$ cat src/rtl/sequenciador_leds_pkg.sv
// ============================================================================
// Module  : sequenciador_leds_pkg
// Brief   : State encodings, debug codes and default timing constants.
// Revision: 1.0 - initial release
// ============================================================================
`default_nettype none

package sequenciador_leds_pkg;

  typedef enum logic [2:0] {
    OCIOSO  = 3'd0,
    CARREGA = 3'd1,
    ESPERA  = 3'd2,
    ACENDE  = 3'd3,
    APAGA   = 3'd4,
    FIM     = 3'd5
  } estado_t;

  localparam logic [3:0] c_DB_INVALIDO     = 4'hB;
  localparam int         c_T_ON_PADRAO     = 500;
  localparam int         c_T_OFF_PADRAO    = 500;
  localparam int         c_TIMER_W_PADRAO  = 16;

  function automatic logic [3:0] codigo_debug(input estado_t estado);
    case (estado)
      OCIOSO:  return 4'h0;
      CARREGA: return 4'h1;
      ESPERA:  return 4'h2;
      ACENDE:  return 4'h3;
      APAGA:   return 4'h4;
      FIM:     return 4'h5;
      default: return c_DB_INVALIDO;
    endcase
  endfunction

endpackage

`default_nettype wire

$ cat src/rtl/sequenciador_leds_temporizador_led.sv
// ============================================================================
// Module  : temporizador_led
// Brief   : Up-counter with clear/enable and terminal compare against a
//           runtime limit; shared by the lit and dark phases.
// Revision: 1.0 - initial release
// ============================================================================
`default_nettype none

module temporizador_led #(
  parameter int TIMER_W = 16
) (
  input  logic               clock,
  input  logic               reset,
  input  logic               zera,
  input  logic               conta,
  input  logic [TIMER_W-1:0] limite,
  output logic               fim
);

  logic [TIMER_W-1:0] r_contagem;

  // Clear has priority so a phase change always restarts from zero.
  always_ff @(posedge clock or negedge reset) begin
    if (!reset) begin
      r_contagem <= '0;
    end else if (zera) begin
      r_contagem <= '0;
    end else if (conta) begin
      r_contagem <= r_contagem + 1'b1;
    end
  end

  assign fim = (r_contagem == limite);

endmodule

`default_nettype wire

$ cat src/rtl/sequenciador_leds.sv
// ============================================================================
// Module  : sequenciador_leds
// Brief   : Plays ROM patterns 0..nivel on the LEDs, T_ON lit then T_OFF dark.
// Revision: 1.0 - initial release
// ============================================================================
`default_nettype none

module sequenciador_leds
  import sequenciador_leds_pkg::*;
#(
  parameter int ADDR_W  = 4,
  parameter int DATA_W  = 4,
  parameter int T_ON    = c_T_ON_PADRAO,
  parameter int T_OFF   = c_T_OFF_PADRAO,
  parameter int TIMER_W = c_TIMER_W_PADRAO
) (
  input  logic              clock,
  input  logic              reset,
  input  logic              iniciar,
  input  logic              abortar,
  input  logic [ADDR_W-1:0] nivel,
  input  logic [DATA_W-1:0] rom_dado,
  output logic [ADDR_W-1:0] rom_endereco,
  output logic [DATA_W-1:0] leds,
  output logic              ocupado,
  output logic              pronto,
  output logic [3:0]        db_estado
);

  localparam logic [TIMER_W-1:0] c_LIM_ON  = TIMER_W'(T_ON - 1);
  localparam logic [TIMER_W-1:0] c_LIM_OFF = TIMER_W'(T_OFF - 1);

  estado_t             r_estado;
  estado_t             w_proximo;
  logic [ADDR_W-1:0]   r_indice;
  logic [ADDR_W-1:0]   r_nivel;
  logic [DATA_W-1:0]   r_led;
  logic                w_fim_tempo;
  logic                w_zera;
  logic                w_conta;
  logic [TIMER_W-1:0]  w_limite;
  logic                w_ultimo;

  assign w_ultimo = (r_indice == r_nivel);

  always_ff @(posedge clock or negedge reset) begin
    if (!reset) begin
      r_estado <= OCIOSO;
    end else begin
      r_estado <= w_proximo;
    end
  end

  always_comb begin
    w_proximo = r_estado;
    case (r_estado)
      OCIOSO:  if (iniciar) w_proximo = CARREGA;
      CARREGA: w_proximo = ESPERA;
      ESPERA:  w_proximo = ACENDE;
      ACENDE:  if (w_fim_tempo) w_proximo = APAGA;
      APAGA:   if (w_fim_tempo) w_proximo = w_ultimo ? FIM : CARREGA;
      FIM:     w_proximo = OCIOSO;
      default: w_proximo = OCIOSO;
    endcase
    if (abortar) begin
      w_proximo = OCIOSO;
    end
  end

  // Terminal check precedes the increment, so the index never wraps.
  always_ff @(posedge clock or negedge reset) begin
    if (!reset) begin
      r_indice <= '0;
      r_nivel  <= '0;
      r_led    <= '0;
    end else if (abortar) begin
      r_led <= '0;
    end else begin
      case (r_estado)
        OCIOSO: begin
          if (iniciar) begin
            r_indice <= '0;
            r_nivel  <= nivel;
          end
        end
        ESPERA: r_led <= rom_dado;
        APAGA: begin
          if (w_fim_tempo && !w_ultimo) begin
            r_indice <= r_indice + 1'b1;
          end
        end
        default: ;
      endcase
    end
  end

  // Every state transition (including abort) restarts the timer.
  assign w_zera   = (w_proximo != r_estado);
  assign w_conta  = (r_estado == ACENDE) || (r_estado == APAGA);
  assign w_limite = (r_estado == APAGA) ? c_LIM_OFF : c_LIM_ON;

  temporizador_led #(
    .TIMER_W (TIMER_W)
  ) u_temporizador (
    .clock  (clock),
    .reset  (reset),
    .zera   (w_zera),
    .conta  (w_conta),
    .limite (w_limite),
    .fim    (w_fim_tempo)
  );

  assign rom_endereco = r_indice;
  assign leds         = (r_estado == ACENDE) ? r_led : '0;
  assign ocupado      = (r_estado != OCIOSO);
  assign pronto       = (r_estado == FIM);
  assign db_estado    = codigo_debug(r_estado);

endmodule

`default_nettype wire

$ cat config.mk
export PLATFORM = sky130hd
export DESIGN_NAME = sequenciador_leds
export DESIGN_NICKNAME = d
export VERILOG_FILES = /design/src/rtl/sequenciador_leds_pkg.sv /design/src/rtl/sequenciador_leds_temporizador_led.sv /design/src/rtl/sequenciador_leds.sv
export SDC_FILE = /design/constraint.sdc
export NUM_CORES = 1
export LEC_CHECK = 0
export ABC_CLOCK_PERIOD_IN_PS = 2800
export CAP_MARGIN = 20
export CORE_MARGIN = 5
export CORE_UTILIZATION = 40
export CTS_CLUSTER_SIZE = 25
export DETAILED_ROUTE_END_ITERATION = 8
export PLACE_DENSITY_LB_ADDON = 0.25
export SLEW_MARGIN = 20
export SYNTH_ARGS = -nofsm -noshare
export SYNTH_HDL_FRONTEND = slang
export SYNTH_SLANG_ARGS = --single-unit
$ cat constraint.sdc
create_clock -name clock -period 2.8 [get_ports clock]
set_clock_uncertainty 0.2 [all_clocks]
set_input_delay 0.56 -clock clock [delete_from_list [all_inputs] [get_ports clock]]
set_output_delay 0.56 -clock clock [all_outputs]
set_load 0.01 [all_outputs]
* Yosys cells after proc, flatten, opt, wreduce, memory -nomap -nowiden
Cells that the tools add are included.
** Storage, ports and cells
- Bits in registers :: 31
- Output and inout bits :: 14
- Word-level logic and storage cells :: 43
- Bits of input ports :: 12
** Cells by class
- Mux-type cells :: 15
- Reductions and logical operators :: 10
- Equal/unequal tests :: 10
- $add $sub $neg :: 2
- Bitwise logic cells :: 1
** Operator list (number)
- 16-bit 2-to-1 mux :: 2
- 4-bit case mux with 6 select lines :: 1
- 4-bit 2-to-1 mux :: 5
- 16-bit by 1-bit adder with 16-bit output, second input constant :: 1
- 16-bit by 9-bit equality test with 1-bit output, second input constant :: 1
- 3-bit 2-to-1 mux :: 5
- 3-bit case mux with 5 select lines :: 1
- 4-bit case mux with 2 select lines :: 1
- 3-bit by 2-bit equality test with 1-bit output, second input constant :: 2
- 3-bit equality test, second input constant :: 2
- 2-bit nonzero test :: 3
- 4-bit by 1-bit adder with 4-bit output, second input constant :: 1
- 4-bit equality test :: 1
- 2-bit != test, second input constant :: 2
- 4-bit AND reduction :: 1
- 3-bit by 1-bit equality test with 1-bit output, second input constant :: 1
- 3-bit zero test :: 1
- 3-bit != test :: 1
- 3-bit AND reduction :: 1
- 3-bit nonzero test :: 1
- 1-bit logical AND :: 1
- 1-bit zero test :: 1
- 1-bit logical OR :: 1
- 1-bit NOT :: 1

* Logic depth before layout (Yosys ltp)
- Word-level depth :: 7
- Mapped depth :: 7
- Mapped depth without buffers :: 6

* Modules after synthesis
From an unflattened synthesis, not the netlist that was laid out.
** Second synthesis, totals
- Cell total of the unflattened synthesis :: 193
- Area, all modules :: 1905.6 um2
** By module, submodules not included
- temporizador_led :: area an instance 1024.7 um2, instances 1, sequential area each 400.4 um2, cells an instance 104
- sequenciador_leds :: area an instance 880.8 um2, instances 1, sequential area each 375.4 um2, cells an instance 89

* Least setup slack after synthesis
No wires, ideal clock.
- Path type :: register to register
- From :: register u_temporizador.r_contagem[2]
- To :: register u_temporizador.r_contagem[14]
- Arrival time :: 2143 ps
- Data required time :: 2481 ps
- Slack :: 339 ps
- Cell stages (with the launch flop) :: 7
- Setup time :: 119 ps
- Buffers on the path :: 1
- Clock period less this slack :: 2461 ps
- Path through :: dfrtp_1 > or4b_4 > nor4_4 > o22ai_1 > o21ai_1 > buf_4 > nor2_1
** On the way
- Word-level cells in the longest chain between the ends :: 6
- Elaborated cells on any way between the ends :: 10
- Those cells by class :: add/sub: 1; eq/ne: 2; mux: 6; reduce/logical: 1
** Ends and longest elaborated chain
- start: declaration :: line sequenciador_leds_temporizador_led.sv:20 : logic [TIMER_W-1:0] r_contagem;
- start signal: assignment :: line sequenciador_leds_temporizador_led.sv:29 : r_contagem <= r_contagem + 1'b1;
- 16-bit by 9-bit equality test with 1-bit output :: line sequenciador_leds_temporizador_led.sv:33 : assign fim = (r_contagem == limite);
- 3-bit 2-to-1 mux, on equally long branches :: line sequenciador_leds.sv:61, sequenciador_leds.sv:60
- 3-bit case mux with 5 select lines :: line sequenciador_leds.sv:56 : case (r_estado)
- 3-bit 2-to-1 mux :: line sequenciador_leds.sv:65 : if (abortar) begin
- 3-bit != test :: line sequenciador_leds.sv:98 : assign w_zera = (w_proximo != r_estado);
- 16-bit 2-to-1 mux / 2-bit nonzero test (equally long branches)
Several ways; a longest one is shown, not always the timed one. The select of a mux whose other input is x is not followed.
A chain may end at the register's enable or synchronous reset.

* Final worst setup path
- From :: register r_estado[0]
- To :: output leds[1]
** On the way
- Word-level cells in the longest chain between the ends :: 2
** Ends and longest elaborated chain
- start: declaration :: line sequenciador_leds.sv:33 : estado_t r_estado;
- start signal: assignment :: line sequenciador_leds.sv:50 : r_estado <= w_proximo;
- 3-bit by 2-bit equality test with 1-bit output :: line sequenciador_leds.sv:114 : assign leds = (r_estado == ACENDE) ? r_led : '0;
- 4-bit 2-to-1 mux :: line sequenciador_leds.sv:114
- end: declaration :: line sequenciador_leds.sv:24 : output logic [DATA_W-1:0] leds,
Every way passes these cells.

==> impl_metrics.json <==
{
  "largest_cells_by_area_after_synthesis": "dfrtp_1 (45%), nor2_1 (6.7%), xnor2_1 (5.1%)",
  "ff2ff_path_depth": 5,
  "finalCritPeriodShare_pct": 92.8,
  "grt_start_max_net_pins": 32,
  "avgSynthCellArea_sq_um": 9.14,
  "core.rowCount": 24,
  "wirelength_um": 3650,
  "remaining_drc_errors": 0,
  "crit_arrival_ns": 1.84,
  "post_synthesis_cells": 189,
  "synth_enable_flop_cells": 0,
  "drv.max_cap_violation_count": 0,
  "cts_resized": 0,
  "worst_hold_path_type": "reg2reg",
  "chipWidth_um": 75.7,
  "cp-end-kind": "primary output",
  "clock_tree.root_cell": "clkbuf_8",
  "io_buffer_count": 25,
  "avgRoutedWirePerCell_um": 13.3,
  "startpoint_class_of_the_critical_path": "register",
  "timing.critical_path.to": "leds[1]",
  "final_core_utilization_pct": 51.4,
  "peakVddDrop_mv": 0.199,
  "coreArea_sq_um": 4260,
  "globalRoute.totalOverflow": 0,
  "via_count": 1451,
  "finalWeightedCongestion": 0.754,
  "cts.repair_timing.setup_buffer_count": 0,
  "grt_first_pass_wirelength_um": 6180,
  "dp_hpwl_um": 2620,
  "place.detailed.instances": 266,
  "synthToLayoutAreaGrowth_pct": 26.8,
  "antenna_found_initial": 0,
  "crit_required_ns": 2.04,
  "report.final.hold_viol_count": 0,
  "cts-buffers-inserted": 5,
  "clock_sink_count": 31,
  "syn-num-nets": 203,
  "ios": 26,
  "timing.slew.headroom_pct": 54.8,
  "post-route-min-period_ns": 2.60,
  "setup_slack_ns": 0.202,
  "fp.dieH_um": 75.7,
  "setup_tns_ns": 0,
  "leakage_uw": 0.000917,
  "initial_utilization_pct": 40.5,
  "critPathSlowestCell": "clkdlybuf4s50_1",
  "vias_per_cell": 5.30,
  "dp_worst_setup_slack_ns": 0.380,
  "grt_util_all_layers_pct": 14.3,
  "cts_htree_levels": 2,
  "final_cell_count_no_fill": 274,
  "rrSetupSlack_ns": 0.39,
  "finalSetupViolations": 0,
  "yosysWarningCount": 0,
  "fp.dieArea_sq_um": 5730,
  "maxClockFrequency_mhz": 385,
  "synth.distinct_cells": 43,
  "worst_skew_pair.late_latency_ns": 0.29,
  "synth_top_cell_area_share_pct": 44.9,
  "synth_area_sq_um": 1730,
  "critical_path.reg2reg.startpoint": "u_temporizador.r_contagem[9]",
  "transition_time_of_the_tightest_slew_check_pin_ns": 0.673,
  "cpPeakStageDelay_ns": 0.53,
  "flip_flop_cell_with_the_highest_count_after_synthesis": "dfrtp_1",
  "tritoncts": "yes",
  "ys_seq_elements": 31,
  "grt_pass1_vias": 1361,
  "worstSetupStartpoint": "r_estado[0]",
  "timing.final.max_slew_violations": 0,
  "crit_chain": "and3b_1 > and2_1 > clkdlybuf4s50_1",
  "synth_seq_area_share_pct": 44.9,
  "drt_iter0_drc": 50,
  "firstDrtPassIters": 6,
  "clk_transition_reported_paths_ns": 0.07,
  "drive_gt1_share_pct": 12.2,
  "insertedDiodeCount": 0,
  "route.antenna.remaining_nets": 0,
  "final_net_count": 235,
  "overall_power_of_the_completed_layout_uw": 1090,
  "critical_path_peak_fanout": 9,
  "timing_worst_setup_path_type": "reg2out",
  "largest_area_contributor_in_the_netlist": "dfrtp_1",
  "hold_bufs_inserted_after_cts": 0,
  "critical_path.reg2reg.endpoint": "rom_endereco[3]",
  "postSynth.asyncResetShare_pct": 100,
  "grt_setup_unrepaired": "no",
  "outcome": "complete, no violations",
  "power.density_nw_per_um2": 496,
  "max-clock-path-buffers": 2
}
[registers in the layout (all words and copies together) (netlist names)]
name,flops
r_led,4
r_nivel,4
r_estado,3
rom_endereco,4
u_temporizador.r_contagem,16
[how the worst min path moves through the flow]
stage / startpoint / end / slack (ns) / depth (start not counted)
3_5_place_dp: r_nivel[0] / r_nivel[0] / 0.29 / 2
3_3_place_gp: r_nivel[0] / r_nivel[0] / 0.28 / 2
2_1_floorplan: reset / r_estado[0] / 0.06 / 0
5_1_grt: r_nivel[0] / r_nivel[0] / 0.32 / 2
6_report: r_nivel[0] / r_nivel[0] / 0.30 / 2
4_1_cts: r_nivel[0] / r_nivel[0] / 0.30 / 2
[stage by stage]
| step | cell area, sq um | hold WS (ns) |
|---|---|---|
| after floorplan | 1730 | 0.0644 |
| after global placement | 2070 | 0.284 |
| after detailed placement | 2070 | 0.286 |
| after CTS | 2190 | 0.304 |
| after global routing | 2190 | 0.319 |
| final | 2190 | 0.297 |
[cells by family after synthesis]
logic type,after synthesis,synth area share [%]
adder cells (fa/ha/maj),2,1.45
multiplexers,5,2.97
AND/OR/NAND/NOR,94,28.0
buffers and inverters,12,2.82
XOR/XNOR,19,9.63
AO/OA/AOI/OAI,26,10.2
flip-flops,31,44.9
[layer usage]
layer	track usage (%)	wire, um
met2	22.7	1740
met4	5.24	57
met5	0	0
met1	17.8	1660
met3	5.15	198
[cells in the mapped netlist, types with 4 or more instances]
cell type,number
xnor2_1,10
nand3_1,6
a21oi_1,5
xor2_1,9
nand2_1,23
nor3_1,4
dfrtp_1,31
clkbuf_1,8
nor2_1,31
mux2i_1,4
and2_1,6
nand4_1,4
o21ai_0,5
[layout by cell type, fill, tap and decap left out, types with 3 or more instances in the layout]
cell	synthesis	final
o22ai_1	3	3
nand3_1	6	6
a22o_1	3	3
nand4_1	4	4
xor2_1	9	9
nor2_1	31	31
clkdlybuf4s50_1	0	25
nor3_1	4	4
xnor2_1	10	10
buf_4	1	9
mux2i_1	4	4
o21ai_0	5	5
clkbuf_8	0	6
a21oi_1	5	5
nand2_1	23	23
dfrtp_1	31	31
and2_1	6	6
inv_1	3	3
[where the power goes]
group / switching, uW / internal (uW)
Combinational: 76.8 / 66.0
Clock: 170 / 288
Sequential: 19.0 / 468
Total: 266 / 822
[layout make-up]
class / instances / area, sq um
Sequential cell: 31 / 776
Fill cell: 400 / 2070
Multi-Input combinational cell: 146 / 903
Clock inverter: 2 / 35.0
Inverter: 3 / 11.3
Tap cell: 52 / 65.1
Clock buffer: 6 / 82.6
Timing Repair Buffer: 34 / 318
[worst max-delay path: cells and delay by family, from the launching register on]
| kind | cells | cell delay [ns] |
|---|---|---|
| buffers and inverters | 1 | 0.53 |
| AND/OR/NAND/NOR | 2 | 0.52 |
| flip-flops | 1 | 0.49 |
Power figures use the tool's default switching activity.
